File: config.mk
export PLATFORM = sky130hd
export DESIGN_NAME = path_deque_flat
export DESIGN_NICKNAME = d
export VERILOG_FILES = /design/src/rtl/path_deque_if.sv /design/src/rtl/path_deque.sv /design/src/flat_wrapper.sv
export SDC_FILE = /design/constraint.sdc
export NUM_CORES = 1
export LEC_CHECK = 0
export BUFFER_PORTS_ARGS = -buffer_cell sky130_fd_sc_hd__buf_4
export CAP_MARGIN = 20
export CORE_UTILIZATION = 45
export CTS_CLUSTER_SIZE = 40
export DETAILED_ROUTE_END_ITERATION = 6
export PLACE_DENSITY = 0.56
export SETUP_SLACK_MARGIN = 0.3
export SLEW_MARGIN = 0
export SYNTH_ARGS = -nofsm -noshare
export SYNTH_HDL_FRONTEND = slang
export SYNTH_SLANG_ARGS = --single-unit
File: constraint.sdc
create_clock -name clk -period 4.7 [get_ports clk]
set_clock_uncertainty 0.1 [all_clocks]
set_input_delay 0.47 -clock clk [delete_from_list [all_inputs] [get_ports clk]]
set_output_delay 0.47 -clock clk [all_outputs]
set_load 0.02 [all_outputs]
File: src/rtl/path_deque_if.sv
// ============================================================================
// Module   : path_deque_if
// Purpose  : Solver <-> path memory bus: commands in, popped/replayed moves out.
//            Optional PATH_STAT_EN adds path_len / peak_len.
// Revision : 1.0  initial release
// ============================================================================
`default_nettype none

interface path_deque_if #(
  parameter int AW = 8
);
  logic       clr;
  logic       push;
  logic       pop;
  logic       qpop;
  logic [1:0] din;
  logic       up;
  logic       right;
  logic       left;
  logic       down;
  logic [1:0] move_dir;
  logic       move_valid;
  logic       err;
  logic       full;
  logic       empty;
`ifdef PATH_STAT_EN
  logic [AW:0] path_len;
  logic [AW:0] peak_len;
`endif

  modport master (
    output clr, push, pop, qpop, din,
    input  up, right, left, down, move_dir, move_valid, err, full, empty
`ifdef PATH_STAT_EN
    , input path_len, peak_len
`endif
  );

  modport slave (
    input  clr, push, pop, qpop, din,
    output up, right, left, down, move_dir, move_valid, err, full, empty
`ifdef PATH_STAT_EN
    , output path_len, peak_len
`endif
  );
endinterface

`default_nettype wire

File: src/rtl/path_deque.sv
// ============================================================================
// Module   : path_deque
// Purpose  : Circular stack/queue of 2-bit maze moves; LIFO backtrack, FIFO replay.
//            Optional macro PATH_STAT_EN adds path_len / peak_len outputs.
// Revision : 1.0  initial release
// ============================================================================
`default_nettype none

module path_deque #(
  parameter int DEPTH = 256,
  parameter int AW    = 8
) (
  input  logic          clk,
  input  logic          rst,
  path_deque_if.slave   bus
);
  localparam logic [AW:0] c_full_cnt = (AW+1)'(DEPTH);

  logic [1:0]    r_mem [DEPTH];
  logic [AW-1:0] r_head;
  logic [AW-1:0] r_tail;
  logic [AW:0]   r_count;
  logic [3:0]    r_oh;
  logic [1:0]    r_move_dir;
  logic          r_move_valid;
  logic          r_err;
`ifdef PATH_STAT_EN
  logic [AW:0]   r_peak;
`endif

  logic          w_empty;
  logic          w_full;
  logic          w_wr_en;
  logic [AW-1:0] w_top;
  logic [AW-1:0] w_wr_addr;
  logic [1:0]    w_top_dir;
  logic [1:0]    w_head_dir;
  logic [AW:0]   w_cnt_inc;

  // {up,right,left,down}
  function automatic logic [3:0] decode(input logic [1:0] d);
    logic [3:0] oh;
    case (d)
      2'b00:   oh = 4'b1000;
      2'b01:   oh = 4'b0100;
      2'b10:   oh = 4'b0010;
      default: oh = 4'b0001;
    endcase
    return oh;
  endfunction

  always_comb begin
    w_empty    = (r_count == '0);
    w_full     = (r_count == c_full_cnt);
    w_top      = r_tail - 1'b1;
    w_top_dir  = r_mem[w_top];
    w_head_dir = r_mem[r_head];
    w_cnt_inc  = r_count + 1'b1;
    w_wr_en    = 1'b0;
    w_wr_addr  = r_tail;
    // Replace (pop+push) overwrites the current top instead of appending.
    if (!rst && !bus.clr) begin
      if (bus.pop) begin
        if (bus.push && !w_empty) begin
          w_wr_en   = 1'b1;
          w_wr_addr = w_top;
        end
      end else if (bus.push && !w_full) begin
        w_wr_en = 1'b1;
      end
    end
  end

  always_ff @(posedge clk) begin
    if (w_wr_en) begin
      r_mem[w_wr_addr] <= bus.din;
    end
  end

  always_ff @(posedge clk or posedge rst) begin
    if (rst) begin
      r_head       <= '0;
      r_tail       <= '0;
      r_count      <= '0;
      r_oh         <= '0;
      r_move_dir   <= 2'b00;
      r_move_valid <= 1'b0;
      r_err        <= 1'b0;
`ifdef PATH_STAT_EN
      r_peak       <= '0;
`endif
    end else if (bus.clr) begin
      r_head       <= '0;
      r_tail       <= '0;
      r_count      <= '0;
      r_oh         <= '0;
      r_move_dir   <= 2'b00;
      r_move_valid <= 1'b0;
      r_err        <= 1'b0;
`ifdef PATH_STAT_EN
      r_peak       <= '0;
`endif
    end else begin
      r_move_valid <= 1'b0;
      if (bus.pop) begin
        if (w_empty) begin
          r_err <= 1'b1;
          r_oh  <= '0;
        end else begin
          r_oh  <= decode(w_top_dir);
          r_err <= 1'b0;
          if (!bus.push) begin
            r_tail  <= w_top;
            r_count <= r_count - 1'b1;
          end
        end
      end else if (bus.push) begin
        // A push into a full deque is silently dropped, err untouched.
        if (!w_full) begin
          r_tail  <= r_tail + 1'b1;
          r_count <= w_cnt_inc;
          r_err   <= 1'b0;
`ifdef PATH_STAT_EN
          if (w_cnt_inc > r_peak) begin
            r_peak <= w_cnt_inc;
          end
`endif
        end
      end else if (bus.qpop) begin
        if (w_empty) begin
          r_err <= 1'b1;
        end else begin
          r_move_dir   <= w_head_dir;
          r_move_valid <= 1'b1;
          r_head       <= r_head + 1'b1;
          r_count      <= r_count - 1'b1;
          r_err        <= 1'b0;
        end
      end
    end
  end

  assign bus.up         = r_oh[3];
  assign bus.right      = r_oh[2];
  assign bus.left       = r_oh[1];
  assign bus.down       = r_oh[0];
  assign bus.move_dir   = r_move_dir;
  assign bus.move_valid = r_move_valid;
  assign bus.err        = r_err;
  assign bus.full       = w_full;
  assign bus.empty      = w_empty;
`ifdef PATH_STAT_EN
  assign bus.path_len   = r_count;
  assign bus.peak_len   = r_peak;
`endif

endmodule

`default_nettype wire
File: src/flat_wrapper.sv
// flat-port wrapper written by rule: the top's interface ports become plain ports
module path_deque_flat 
#(
  parameter int DEPTH = 256,
  parameter int AW    = 8
)
  (clk, rst, bus_clr, bus_push, bus_pop, bus_qpop, bus_din, bus_up, bus_right, bus_left, bus_down, bus_move_dir, bus_move_valid, bus_err, bus_full, bus_empty);
  path_deque_if #(.AW(AW)) bus_i ();
  input  logic clk;
  input  logic rst;
  input wire logic [$bits(bus_i.clr)-1:0] bus_clr;
  input wire logic [$bits(bus_i.push)-1:0] bus_push;
  input wire logic [$bits(bus_i.pop)-1:0] bus_pop;
  input wire logic [$bits(bus_i.qpop)-1:0] bus_qpop;
  input wire logic [$bits(bus_i.din)-1:0] bus_din;
  output wire logic [$bits(bus_i.up)-1:0] bus_up;
  output wire logic [$bits(bus_i.right)-1:0] bus_right;
  output wire logic [$bits(bus_i.left)-1:0] bus_left;
  output wire logic [$bits(bus_i.down)-1:0] bus_down;
  output wire logic [$bits(bus_i.move_dir)-1:0] bus_move_dir;
  output wire logic [$bits(bus_i.move_valid)-1:0] bus_move_valid;
  output wire logic [$bits(bus_i.err)-1:0] bus_err;
  output wire logic [$bits(bus_i.full)-1:0] bus_full;
  output wire logic [$bits(bus_i.empty)-1:0] bus_empty;
  assign bus_i.clr = bus_clr;
  assign bus_i.push = bus_push;
  assign bus_i.pop = bus_pop;
  assign bus_i.qpop = bus_qpop;
  assign bus_i.din = bus_din;
  assign bus_up = bus_i.up;
  assign bus_right = bus_i.right;
  assign bus_left = bus_i.left;
  assign bus_down = bus_i.down;
  assign bus_move_dir = bus_i.move_dir;
  assign bus_move_valid = bus_i.move_valid;
  assign bus_err = bus_i.err;
  assign bus_full = bus_i.full;
  assign bus_empty = bus_i.empty;
  path_deque #(.DEPTH(DEPTH), .AW(AW)) u_core (.clk(clk), .rst(rst), .bus(bus_i));
endmodule
# Word-level counts from Yosys, hierarchy flattened
# Memories as Yosys holds them, arrays and structs flattened.
# Index checks and enable logic that the tools add are counted.
[op_classes]
n_addsub = 5
muxes = 48
n_eq_ne = 12
reduce_logical = 17
[op_table]
columns = ["op", "count"]
rows = [
  ["$mux 8", 14],
  ["$mux 9", 8],
  ["$mux 1", 17],
  ["$add 8x1->8 const B", 2],
  ["$ne 3x3->1 const B", 5],
  ["$mux 4", 3],
  ["$pmux 4 s3", 1],
  ["$mux 2", 5],
  ["$add 9x1->9 const B", 1],
  ["$eq 9x9->1 const B", 1],
  ["$logic_not 9->1", 1],
  ["$sub 9x1->9 const B", 1],
  ["$reduce_and 4->1", 2],
  ["$sub 8x1->8 const B", 1],
  ["$ne 2x2->1 const B", 3],
  ["$reduce_and 5->1", 1],
  ["$logic_not 1->1", 4],
  ["$ne 4x4->1 const B", 1],
  ["$reduce_bool 2->1", 2],
  ["$reduce_bool 4->1", 1],
  ["$logic_and 1x1->1", 3],
  ["$reduce_bool 3->1", 1],
  ["$eq 2x1->1 const B", 1],
  ["$eq 2x2->1 const B", 1],
  ["2 further kinds", 2],
]
[word_totals]
inputBits = 8
memories = 1
ramBits = 512
regBits = 33
elab_cells = 90
[mem_list]
columns = ["name", "depth", "width", "rd", "rd_ports_with_merged_regs", "write_ports", "line_no", "rtl"]
rows = [
  ["u_core.r_mem", 256, 2, 2, 0, 1, "path_deque.sv:19", "logic [1:0] r_mem [DEPTH];"],
]

# Depth between registers and ports, before layout
[depth]
depth_word = 8
mapped_depth = 20
depth_no_buf = 10

# Worst setup path before layout
# OpenSTA, ideal clock, no wires.
[synth_path]
path_type = "register -> register"
start = "register u_core.r_tail[0]"
end = "register u_core.r_oh[0]"
setup_ns = 0.122
slack_ns = 0.544
synth_period_minus_slack_ns = 4.156
path_stages_with_launch = 18
arrival_time_ns = 3.934
path_cell_list = "dfrtp_1 buf_4 buf_6 buf_6 buf_6 inv_2 clkbuf_1 ha_1 buf_2 xor2_4 buf_8 buf_12 mux4_2 o211ai_1 nor3_1 o41ai_1 nand3_1 a32o_1"
[synth_via]
elab_chain_len = 7
elab_cells_between_ends = 9
cone_classes = "add/sub: 1; eq/ne: 2; mux: 4; reduce/logical: 1; memory: 1"
[synth_rtl]
columns = ["item", "line_no", "rtl"]
rows = [
  ["start: declaration", "path_deque.sv:21", "logic [AW-1:0] r_tail;"],
  ["start signal: assignment", "path_deque.sv:113", "r_tail <= w_top;"],
  ["start signal: assignment", "path_deque.sv:120", "r_tail <= r_tail + 1'b1;"],
  ["$sub 8x1->8 (*)", "path_deque.sv:55", "w_top = r_tail - 1'b1;"],
  ["$mem_v2 256x2 (*)", "n/a", ""],
  ["$eq 2x2->1, or another cell as far along", "path_deque.sv:43", "case (d)"],
  ["$pmux 4 s3 (*)", "path_deque.sv:43", ""],
  ["$mux 4 (*)", "path_deque.sv:106", "if (w_empty) begin"],
  ["$mux 4 (*)", "path_deque.sv:105", "if (bus.pop) begin"],
  ["$mux 4 (*)", "path_deque.sv:92", "end else if (bus.clr) begin"],
  ["end signal: assignment", "path_deque.sv:110", "r_oh <= decode(w_top_dir);"],
  ["end: declaration", "path_deque.sv:23", "logic [3:0] r_oh;"],
]
# Every way passes the cells marked *; elsewhere a longest branch is shown, timed or not. The select of a mux whose other input is x is not followed.
# A chain may end at the register's enable or synchronous reset.

# Worst setup path after layout
[layout_path]
start = "register u_core.r_tail[0]"
end = "memory u_core.r_mem[114][1], enable pin"
[layout_via]
elab_chain_len = 4
[layout_rtl]
columns = ["item", "line_no", "rtl"]
rows = [
  ["$sub 8x1->8", "path_deque.sv:55", ""],
  ["$mux 8", "path_deque.sv:64", "if (bus.push && !w_empty) begin"],
  ["$mux 8", "path_deque.sv:63", "if (bus.pop) begin"],
  ["$mux 8 (*)", "path_deque.sv:62", "if (!rst && !bus.clr) begin"],
  ["end: declaration", "path_deque.sv:19", ""],
]
# Every way passes the cells marked *; elsewhere a longest branch is shown, timed or not.

==> summary.md <==
| Metric | Value |
|---|---|
| Status | complete, no violations |
| Clk buf depth | 3 |
| Final Max Slew Viols | 0 |
| Post-Route WL | 82100 microns |
| Synth Area in XOR/XNOR | 0.793% |
| R2r endpoint | u_core.r_mem[114][1] |
| Synth Area in Simple Gates | 10.2% |
| Die X-Extent | 250 microns |
| VDD IR max | 0.355 mV |
| Worst hold path type | input port to register |
| Synth area leader | edfxtp_1 |
| Worst slew pin tran | 1.18 ns |
| F_max | 0.234 GHz |
| Vias in the first global route | 17700 |
| Vias | 17700 |
| Initial cell density of the core | 45.7% |
| Leakage power | 9.39 nW |
| WS Path Type | register to register |
| DRC Markers | 0 |
| Met1 GRT Util | 37.3% |
| PwrDens | 566 nW/um^2 |
| Synthesized net count | 1841 |
| Die area | 62700 sq um |
| Post-Synth Adder-Cell Area | 0.225% |
| NetSw | 6.42 mW |
| Area share of the largest cell type after synthesis | 55.4% |
| GR peak layer | met2 |
| Seq pwr share | 31.5% |
| PostCTS Resize Cnt | 0 |
| Min-delay src | bus_qpop |
| Root Driver | clkbuf_16 |
| Max Cap Viol | 0 |
| Final GP Congestion | 0.900 |
| Final Setup Violations | 0 |
| CTS tree | done |
| Pre-CTS setup slack | 0.500 ns |
| RSZ-0062 raised after global routing | no |
| Mean Syn Cell Area | 15.2 sq um |
| Post-synthesis mux area share | 23.7% |
| Worst skew pair latency | 0.66 ns |
| Post-Synthesis Cells | 1828 |
| Share of flip-flops with an asynchronous set or reset | 6.06% |
| GR Util met2 | 41.4% |
| Number of library cell types mapped by synthesis | 71 |
| Final worst slack | 0.425 ns |
| CP endpoint | u_core.r_mem[114][1] |
| CP Launch Type | register |
| Core footprint | 60700 sq um |
| All-Layer GR Usage | 26.5% |
| Yosys Warn Count | 0 |
| Relative slew slack | 21.1% |
| FF-to-FF Start | u_core.r_tail[0] |
| Predominant post-synthesis flop cell | edfxtp_1 |
| Internal power | 11.1 mW |
| TritonRoute pass-1 iters | 5 |
| Sw frac | 36.7% |
| Worst setup path start | u_core.r_tail[0] |
| Worst EP arrival | 4.49 ns |
| Required time worst endpoint | 4.91 ns |
| Grt met3 use | 4.83% |
| H-tree depth | 2 |
| Layout Nets | 1848 |
| Chip height | 250 microns |
| Clock network fraction of total power | 28.1% |
| Largest cells by area after synthesis | edfxtp_1, mux4_2, nor2_1, dfrtp_1, nand2_1 |
| Post-synth top cells | edfxtp_1, nor2_1, mux4_2 |
| Wire per inst | 30.8 microns |
| Synth Area in Compound Gates | 3.66% |
| Layout area overhead | 11.5% |
| Antenna violations before repair | 2 |
| CP Capture Type | register |
| Synth Cell Area | 27800 sq um |
| Total grt overflow | 0 |
| DRT iter0 DRCs | 2036 |
| Final count of hold timing violations | 0 |
| Largest family of logic cells by synthesized area | multiplexers |
| Reg2Reg Depth | 6 |
| Top-count cell post-synth | edfxtp_1 |
| Logic gate share of total power | 40.4% |
| # port buffers | 17 |
| Num rows | 90 |
| Ports | 18 |
| Filler cells | 5012 |
| Flops & latches, synth | 545 |
| Final Critical Period | 4.27 ns |
| Sum Neg Setup Slack | 0 ns |
| Antenna Nets Post-Route | 0 |
| First-pass GRT wire length | 121000 microns |
| Crit Path Max Fanout | 16 |
| Seq/Total Area, Yosys | 58.4% |
| Reg clk slew, reported paths | 0.06 ns |
| Antenna cells | 0 |
| Via density | 6.62 |
| Post-synth EDFFs | 512 |
| Largest net degree at the start of global routing | 114 |
| TritonCTS Buffers | 59 |
| Layout cells sized above 1 | 27.6% |
| Hpwl dp | 53000 microns |
| Final period utilization | 91.0% |
| # clock sinks | 545 |
| R2r setup slk | 0.43 ns |
area by class of cell:
cell class / count / area [sq um] / share of cell area (%)
Sequential cell: 545 / 16200 / 52.4
Multi-Input combinational cell: 1118 / 10700 / 34.7
Clock buffer: 67 / 1510 / 4.87
Tap cell: 782 / 978 / 3.16
Timing Repair Buffer: 101 / 931 / 3.01
Clock inverter: 44 / 554 / 1.79
Inverter: 10 / 37.5 / 0.121
registers in the layout (all words and copies together) (netlist names):
register               cells
u_core.bus.err             1
u_core.bus.move_dir        2
u_core.bus.move_valid      1
u_core.r_count             9
u_core.r_head              8
u_core.r_mem             512
u_core.r_oh                4
u_core.r_tail              8
power by group through the flow:
stage | sequential (mW) | clock, mW | combinational [mW]
floorplan | 5.56 | 0 | 4.71
global placement | 5.61 | 0 | 7.00
detailed placement | 5.61 | 0 | 7.00
CTS | 5.51 | 4.99 | 7.03
global route | 5.53 | 5.15 | 7.47
finish | 5.52 | 4.92 | 7.08
stage by stage:
step           hold WS (ns)  std cells  util (%)  power, mW  area [sq um]
2_1_floorplan         0.425       1828         -       10.3         27800
3_3_place_gp          0.396       2554      47.6       12.6         28900
3_5_place_dp          0.413       2554      47.6       12.6         28900
4_1_cts              0.0967       2666      51.0       17.5         30900
5_1_grt               0.129       2667      51.0       18.1         30900
6_report              0.132       2667      51.0       17.5         30900
layer usage:
layer / share of wire [%] / wire length (microns) / vias up
met5: 0 / 0 / -
met1: 40 / 33200 / 9244
met3: 8.9 / 7340 / 169
met4: 3.9 / 3240 / 0
li1: - / - / 7274
met2: 47 / 38400 / 973
worst min path at each step:
stage                                   endpoint  slack, ns  cells after the start
after CTS                  u_core.bus.move_valid        0.1                      3
after global routing       u_core.bus.move_valid       0.13                      3
after detailed placement  u_core.bus.move_dir[0]       0.41                      1
after global placement            u_core.bus.err       0.40                      1
final                      u_core.bus.move_valid       0.13                      3
after floorplan                u_core.r_count[7]       0.42                      2
worst max-delay path: stages (launching register included):
cell and delay, ns:
dfrtp_4 0.54, or4_1 0.76, or3_1 0.50, and2_1 0.37, o31ai_2 0.71, nand2_1 0.62, nor2_1 0.34
layout by cell type (no fill, tap or decap), types with 5 or more instances in the layout:
master      instances
clkinv_2            8
or3_1              11
a32oi_1            12
dfrtp_1            28
nor3_1             20
buf_12             13
edfxtp_1          512
a32o_1              8
clkinv_1           10
o21ai_0            15
nand2_2             6
nor2b_1             8
a211oi_1            7
or2_2              18
buf_4              85
a31oi_1            18
clkbuf_1            8
and2_1              5
nand3_1            47
nor2_1            325
and3_1              7
xnor2_1            11
nand2b_1           21
nand2_1           136
mux4_2            281
xor2_1              9
clkbuf_16          59
inv_1               9
nand4_1            14
clkinvlp_4          9
nor4_1              7
mux2i_1            22
o22ai_1            10
o31ai_1             7
a21oi_1            24
bufinv_16          11
timing repair:
| item | 4_1_cts | 5_1_grt |
|---|---|---|
| hold endpoints to repair | 15 | 0 |
| hold buffers | 1 | 0 |
| buffers inserted | 0 | 0 |
cells by family (layout without fill, tap and decap cells):
kind of cell / after synthesis / count (layout)
and+or+nand+nor: 643 / 643
DFF: 545 / 545
xor gates and xnor gates: 23 / 23
AOI/OAI and AO/OA: 141 / 141
adders and majority gates: 5 / 5
buffers and inverters: 165 / 222
muxes: 306 / 306
Note: power is estimated with default switching activity, not from simulation.
